==> src/rtl/jpeg_bit_unpacker.sv <==
// JPEG entropy-stream bit unpacker: removes 0xFF00 stuffing, detects markers and
// presents a left-aligned 16-bit window of the oldest unconsumed stream bits.
module jpeg_bit_unpacker #(
   parameter int BUF_BITS = 32
) (
   input  logic        clock,
   input  logic        reset,
   input  logic [7:0]  byte_in,
   input  logic        byte_valid,
   output logic        byte_ready,
   output logic [15:0] bit_window,
   output logic [6:0]  bits_avail,
   input  logic        consume_en,
   input  logic [4:0]  consume_len,
   input  logic        align_req,
   output logic        marker_detected,
   output logic [7:0]  marker_code,
   input  logic        marker_clear,
   output logic        underflow_err,
   output logic [1:0]  fsm_state
);

   // Handshake: a byte moves when byte_valid && byte_ready are high in the same
   // cycle; byte_ready depends only on registered state, never on consume inputs.

   typedef enum logic [1:0] {
      NORMAL = 2'd0,
      GOT_FF = 2'd1,
      MARKER = 2'd2
   } state_t;

   state_t              state, state_next;
   logic [BUF_BITS-1:0] buf_q, buf_shifted, buf_next;
   logic [6:0]          fill_q, fill_shifted, fill_next;
   logic [6:0]          len_ext, align_len, ins_shift;
   logic                accept, append_en, load_marker, underflow_set;
   logic [7:0]          append_byte;
   logic                marker_q, underflow_q;
   logic [7:0]          code_q;
   logic [15:0]         window_mask;

   assign byte_ready = !reset && (state != MARKER) && (fill_q <= 7'(BUF_BITS - 8));
   assign accept     = byte_valid && byte_ready;

   always_ff @(posedge clock) begin
      if (reset) state <= NORMAL;
      else       state <= state_next;
   end

   always_comb begin
      state_next  = state;
      append_en   = 1'b0;
      append_byte = byte_in;
      load_marker = 1'b0;
      case (state)
         NORMAL: begin
            if (accept) begin
               if (byte_in == 8'hFF) state_next = GOT_FF;
               else                  append_en  = 1'b1;
            end
         end
         GOT_FF: begin
            if (accept) begin
               if (byte_in == 8'h00) begin
                  append_en   = 1'b1;
                  append_byte = 8'hFF;
                  state_next  = NORMAL;
               end else if (byte_in != 8'hFF) begin
                  load_marker = 1'b1;
                  state_next  = MARKER;
               end
            end
         end
         MARKER: begin
            if (marker_clear) state_next = NORMAL;
         end
         default: state_next = NORMAL;
      endcase
   end

   // Consume (or align) is applied first; an appended byte lands right after
   // the surviving bits.
   always_comb begin
      len_ext       = {2'b00, consume_len};
      align_len     = {4'b0000, fill_q[2:0]};
      buf_shifted   = buf_q;
      fill_shifted  = fill_q;
      underflow_set = 1'b0;
      if (consume_en) begin
         if (len_ext <= fill_q) begin
            buf_shifted  = buf_q << len_ext;
            fill_shifted = fill_q - len_ext;
         end else begin
            underflow_set = 1'b1;
         end
      end else if (align_req) begin
         buf_shifted  = buf_q << align_len;
         fill_shifted = fill_q - align_len;
      end
      ins_shift = 7'(BUF_BITS - 8) - fill_shifted;
      buf_next  = buf_shifted;
      fill_next = fill_shifted;
      if (append_en) begin
         buf_next  = (buf_shifted & ~({{(BUF_BITS-8){1'b0}}, 8'hFF} << ins_shift))
                   | ({{(BUF_BITS-8){1'b0}}, append_byte} << ins_shift);
         fill_next = fill_shifted + 7'd8;
      end
   end

   always_ff @(posedge clock) begin
      if (reset) begin
         buf_q       <= '0;
         fill_q      <= '0;
         marker_q    <= 1'b0;
         code_q      <= 8'h00;
         underflow_q <= 1'b0;
      end else begin
         buf_q    <= buf_next;
         fill_q   <= fill_next;
         marker_q <= (state_next == MARKER);
         if (load_marker)   code_q      <= byte_in;
         if (underflow_set) underflow_q <= 1'b1;
      end
   end

   assign window_mask     = (fill_q >= 7'd16) ? 16'hFFFF : ~(16'hFFFF >> fill_q);
   assign bit_window      = reset ? 16'h0000 : (buf_q[BUF_BITS-1 -: 16] & window_mask);
   assign bits_avail      = fill_q;
   assign marker_detected = marker_q;
   assign marker_code     = code_q;
   assign underflow_err   = underflow_q;
   assign fsm_state       = state;

endmodule

==> config.mk <==
export PLATFORM = sky130hd
export DESIGN_NAME = jpeg_bit_unpacker
export DESIGN_NICKNAME = d
export VERILOG_FILES = /design/src/rtl/jpeg_bit_unpacker.sv
export SDC_FILE = /design/constraint.sdc
export NUM_CORES = 1
export LEC_CHECK = 0
export CAP_MARGIN = 10
export CORE_ASPECT_RATIO = 1.75
export CORE_MARGIN = 3
export CORE_UTILIZATION = 60
export DETAILED_ROUTE_END_ITERATION = 10
export PLACE_DENSITY = 0.85
export SLEW_MARGIN = 20
export SYNTH_ARGS = -nofsm -noshare
export SYNTH_HDL_FRONTEND = slang
export SYNTH_SLANG_ARGS = --single-unit
==> constraint.sdc <==
create_clock -name clock -period 6.83 [get_ports clock]
set_clock_uncertainty 0.15 [all_clocks]
set_input_delay 1.366 -clock clock [delete_from_list [all_inputs] [get_ports clock]]
set_output_delay 1.366 -clock clock [all_outputs]
set_load 0.01 [all_outputs]
==> impl_metrics.env <==
export IMPL_status="finished clean"
export IMPL_final_core_util_pct=69.62
export IMPL_dieArea_um2=12650
export IMPL_nets=933
export IMPL_worst_pin_slew_ns=1.076
export IMPL_cp_max_fo=10
export IMPL_ant_nets=0
export IMPL_worstPathArrival_ns=6.12
export IMPL_relSlewSlack_pct=28.01
export IMPL_total_power_mw=3.283
export IMPL_timing_max_cap_violations=0
export IMPL_ys_seq_elements=51
export IMPL_hold_buffers=0
export IMPL_end_kind="flop"
export IMPL_clockBufferDepth=2
export IMPL_synth_flop_cell="dfxtp_1"
export IMPL_avgViaCountPerCell=7.569
export IMPL_routedWlPerCell_um=25.91
export IMPL_synth_edf_count=0
export IMPL_yosysMostFrequentCell="nand2_1"
export IMPL_synth_seq_area_share_pct=15.07
export IMPL_synth_top_area_cell="dfxtp_1"
export IMPL_rows=50
export IMPL_totalWireLength_mm=26.85
export IMPL_cts_buffers=5
export IMPL_gr_usage_all_layers_pct=41.84
export IMPL_grt_pass1_vias=7676
export IMPL_h_tree_depth=2
export IMPL_dr_wl_met2_mm=13.25
export IMPL_synthArstFlopShare_pct=0
export IMPL_drtIter0Drc=843
export IMPL_p_leak_nw=2.596
export IMPL_finalCritPeriodShare_pct=88.50
export IMPL_ios=55
export IMPL_n_fill_cell=972
export IMPL_setup_violations=0
export IMPL_cts_tree="done"
export IMPL_rsz0062_at_grt="no"
export IMPL_firstDrtPassIters=8
export IMPL_cts_sinks=51
export IMPL_chipHeight_um=146.6
export IMPL_layout_drive_gt1_share_pct=12.36
export IMPL_max_freq_mhz=165.4
export IMPL_crit_required_ns=6.90
export IMPL_period_minus_slack_ns=6.045
export IMPL_antennaDiodeCount=0
export IMPL_synthDominantCellAreaShare_pct=15.07
export IMPL_coreArea_um2=10890
export IMPL_drt_met1_wl_mm=9.157
export IMPL_cellPowerDensity_nw_per_um2=433.2
export IMPL_slew_viol_final=0
export IMPL_routed_top_layer="met4"
export IMPL_initial_core_util_pct=62.24
export IMPL_yosys_warnings=0
export IMPL_ir_drop_v=0.0003938
export IMPL_clk_pin_slew_ns=0.07
export IMPL_timing_setup_tns_ns=0
export IMPL_crit_chain="clkdlybuf4s50_1 > clkinv_1 > ha_1 > a2111o_1 > o21bai_4 > or2_4 > a311o_1 > clkinv_1 > ha_1 > inv_1 > a211oi_1 > or3_1 > nand2_1 > or2_1 > or4_1 > a31oi_1"
export IMPL_crit_slowest_cell="clkdlybuf4s50_1"
export IMPL_yosys_top_cells_count="nand2_1, nor2_1, mux2i_1"
export IMPL_hold_class="reg -> reg"
export IMPL_place_detailed_hpwl_mm=20.12
export IMPL_startpoint_type="input port"
export IMPL_place_gp_congestion=1.077
export IMPL_portBuffers=54
export IMPL_netlist_area_um2=6775
export IMPL_postCtsSetupBuffers=0
export IMPL_hold_violations=0
export IMPL_crit_type="in -> reg"
export IMPL_critPathMaxStageDelay_ns=0.53
export IMPL_dr_total_vias=7841
export IMPL_worstSkewPairLatency_ns=0.29
export IMPL_met3_length_mm=2.228
export IMPL_antenna_found_initial=0
export IMPL_root_buffer="clkbuf_16"
export IMPL_chipWidth_um=86.33
export IMPL_synth_cells=892
export IMPL_grt_ovfl_total=0
export IMPL_post_cts_resize_count=0
export IMPL_grt_start_max_net_pins=61
export IMPL_netlist_cell_type_count=74
export IMPL_area_growth_pct=11.86
export IMPL_grt_pass1_wl_mm=41.79
export IMPL_syn_avg_cell_area_um2=7.596
export IMPL_remaining_drc_errors=0
export IMPL_synthTopCellsByArea="dfxtp_1, mux4_2, mux2i_1"
export IMPL_synthesis_nets=920
[path summary, 6_finish.rpt]
kind                    end  cells past startpoint  slack (ns)      startpoint
min reg2reg  marker_code[4]                      2        0.35  marker_code[4]
min          marker_code[4]                      2        0.35  marker_code[4]
max reg2reg       buf_q[25]                     17        1.72   bits_avail[0]
max               buf_q[19]                     16        0.79  consume_len[4]
[cell families (layout without fill, tap and decap cells)]
logic type | after synthesis | after routing | synth area share [%]
and+or+nand+nor | 354 | 354 | 24.62
AOI/OAI and AO/OA | 253 | 253 | 26.57
muxes | 113 | 113 | 24.51
buffers and inverters | 100 | 114 | 5.910
DFF | 51 | 51 | 15.07
xor gates and xnor gates | 12 | 12 | 1.551
adders and majority gates | 9 | 9 | 1.773
[layout by cell type, fill, tap and decap left out, types with 5 or more instances in the layout]
cell type,instances
a211oi_1,22
a21oi_1,53
a221oi_1,7
a22oi_1,6
a311oi_1,13
a31o_2,8
a31oi_1,21
and2_1,8
and3_1,12
buf_4,32
clkbuf_16,5
clkdlybuf4s50_1,52
dfxtp_1,49
ha_1,8
inv_1,16
mux2_2,11
mux2i_1,61
mux4_2,37
nand2_1,104
nand2b_1,6
nand3_1,35
nand4_1,10
nor2_1,92
nor2b_1,10
nor3_1,40
nor4_1,9
o211ai_1,7
o21a_1,5
o21ai_0,28
o221ai_1,7
o22ai_1,14
o31a_1,6
o31ai_1,13
o32ai_1,5
or3_1,6
xnor2_1,9
[area by class of cell]
class / count / area, µm² / share of cell area, %
clock buffer: 5 / 125.1 / 1.651
clock inverter: 3 / 67.56 / 0.8915
inverter: 20 / 75.07 / 0.9906
multi-input combinational: 741 / 5354 / 70.65
sequential: 51 / 1023 / 13.51
tap: 130 / 162.7 / 2.146
timing repair buffer: 86 / 770.7 / 10.17
[sequential cells by signal, indices dropped and copies added, names as in the netlist]
name,count
fsm_state,2
marker_detected,1
bits_avail,7
underflow_err,1
buf_q,32
marker_code,8
[routing by layer]
| layer | global-route usage [%] | vias up |
|---|---|---|
| met3 | 5.759 | 149 |
| li1 | - | 3474 |
| met2 | 70.32 | 560 |
| met5 | 0 | - |
| met4 | 30.19 | 0 |
| met1 | 47.04 | 3658 |
[worst max-delay path: cells and delay by family]
kind | cells | cell delay (ns)
fa+ha+maj | 2 | 0.58
compound gates | 5 | 1.63
simple gates | 5 | 1.62
buf+inv | 4 | 0.89
[metrics by stage]
stage               hold slack, ns  area, µm²  std cells  setup slack (ns)
global route                0.3769       7579       1036            0.5334
global placement            0.3098       7386       1028            0.6835
detailed placement          0.3344       7386       1028            0.5648
finish                      0.3461       7579       1036            0.7854
CTS                         0.3539       7579       1036            0.8593
floorplan                   0.3544       6775        892            0.4592
[where the power goes]
part	total [mW]	switching [mW]	internal (mW)
logic	2.38	1.50	0.874
clock network	0.326	0.116	0.210
registers	0.580	0.201	0.379
total	3.28	1.82	1.46
(Power assumes the default switching activity.)
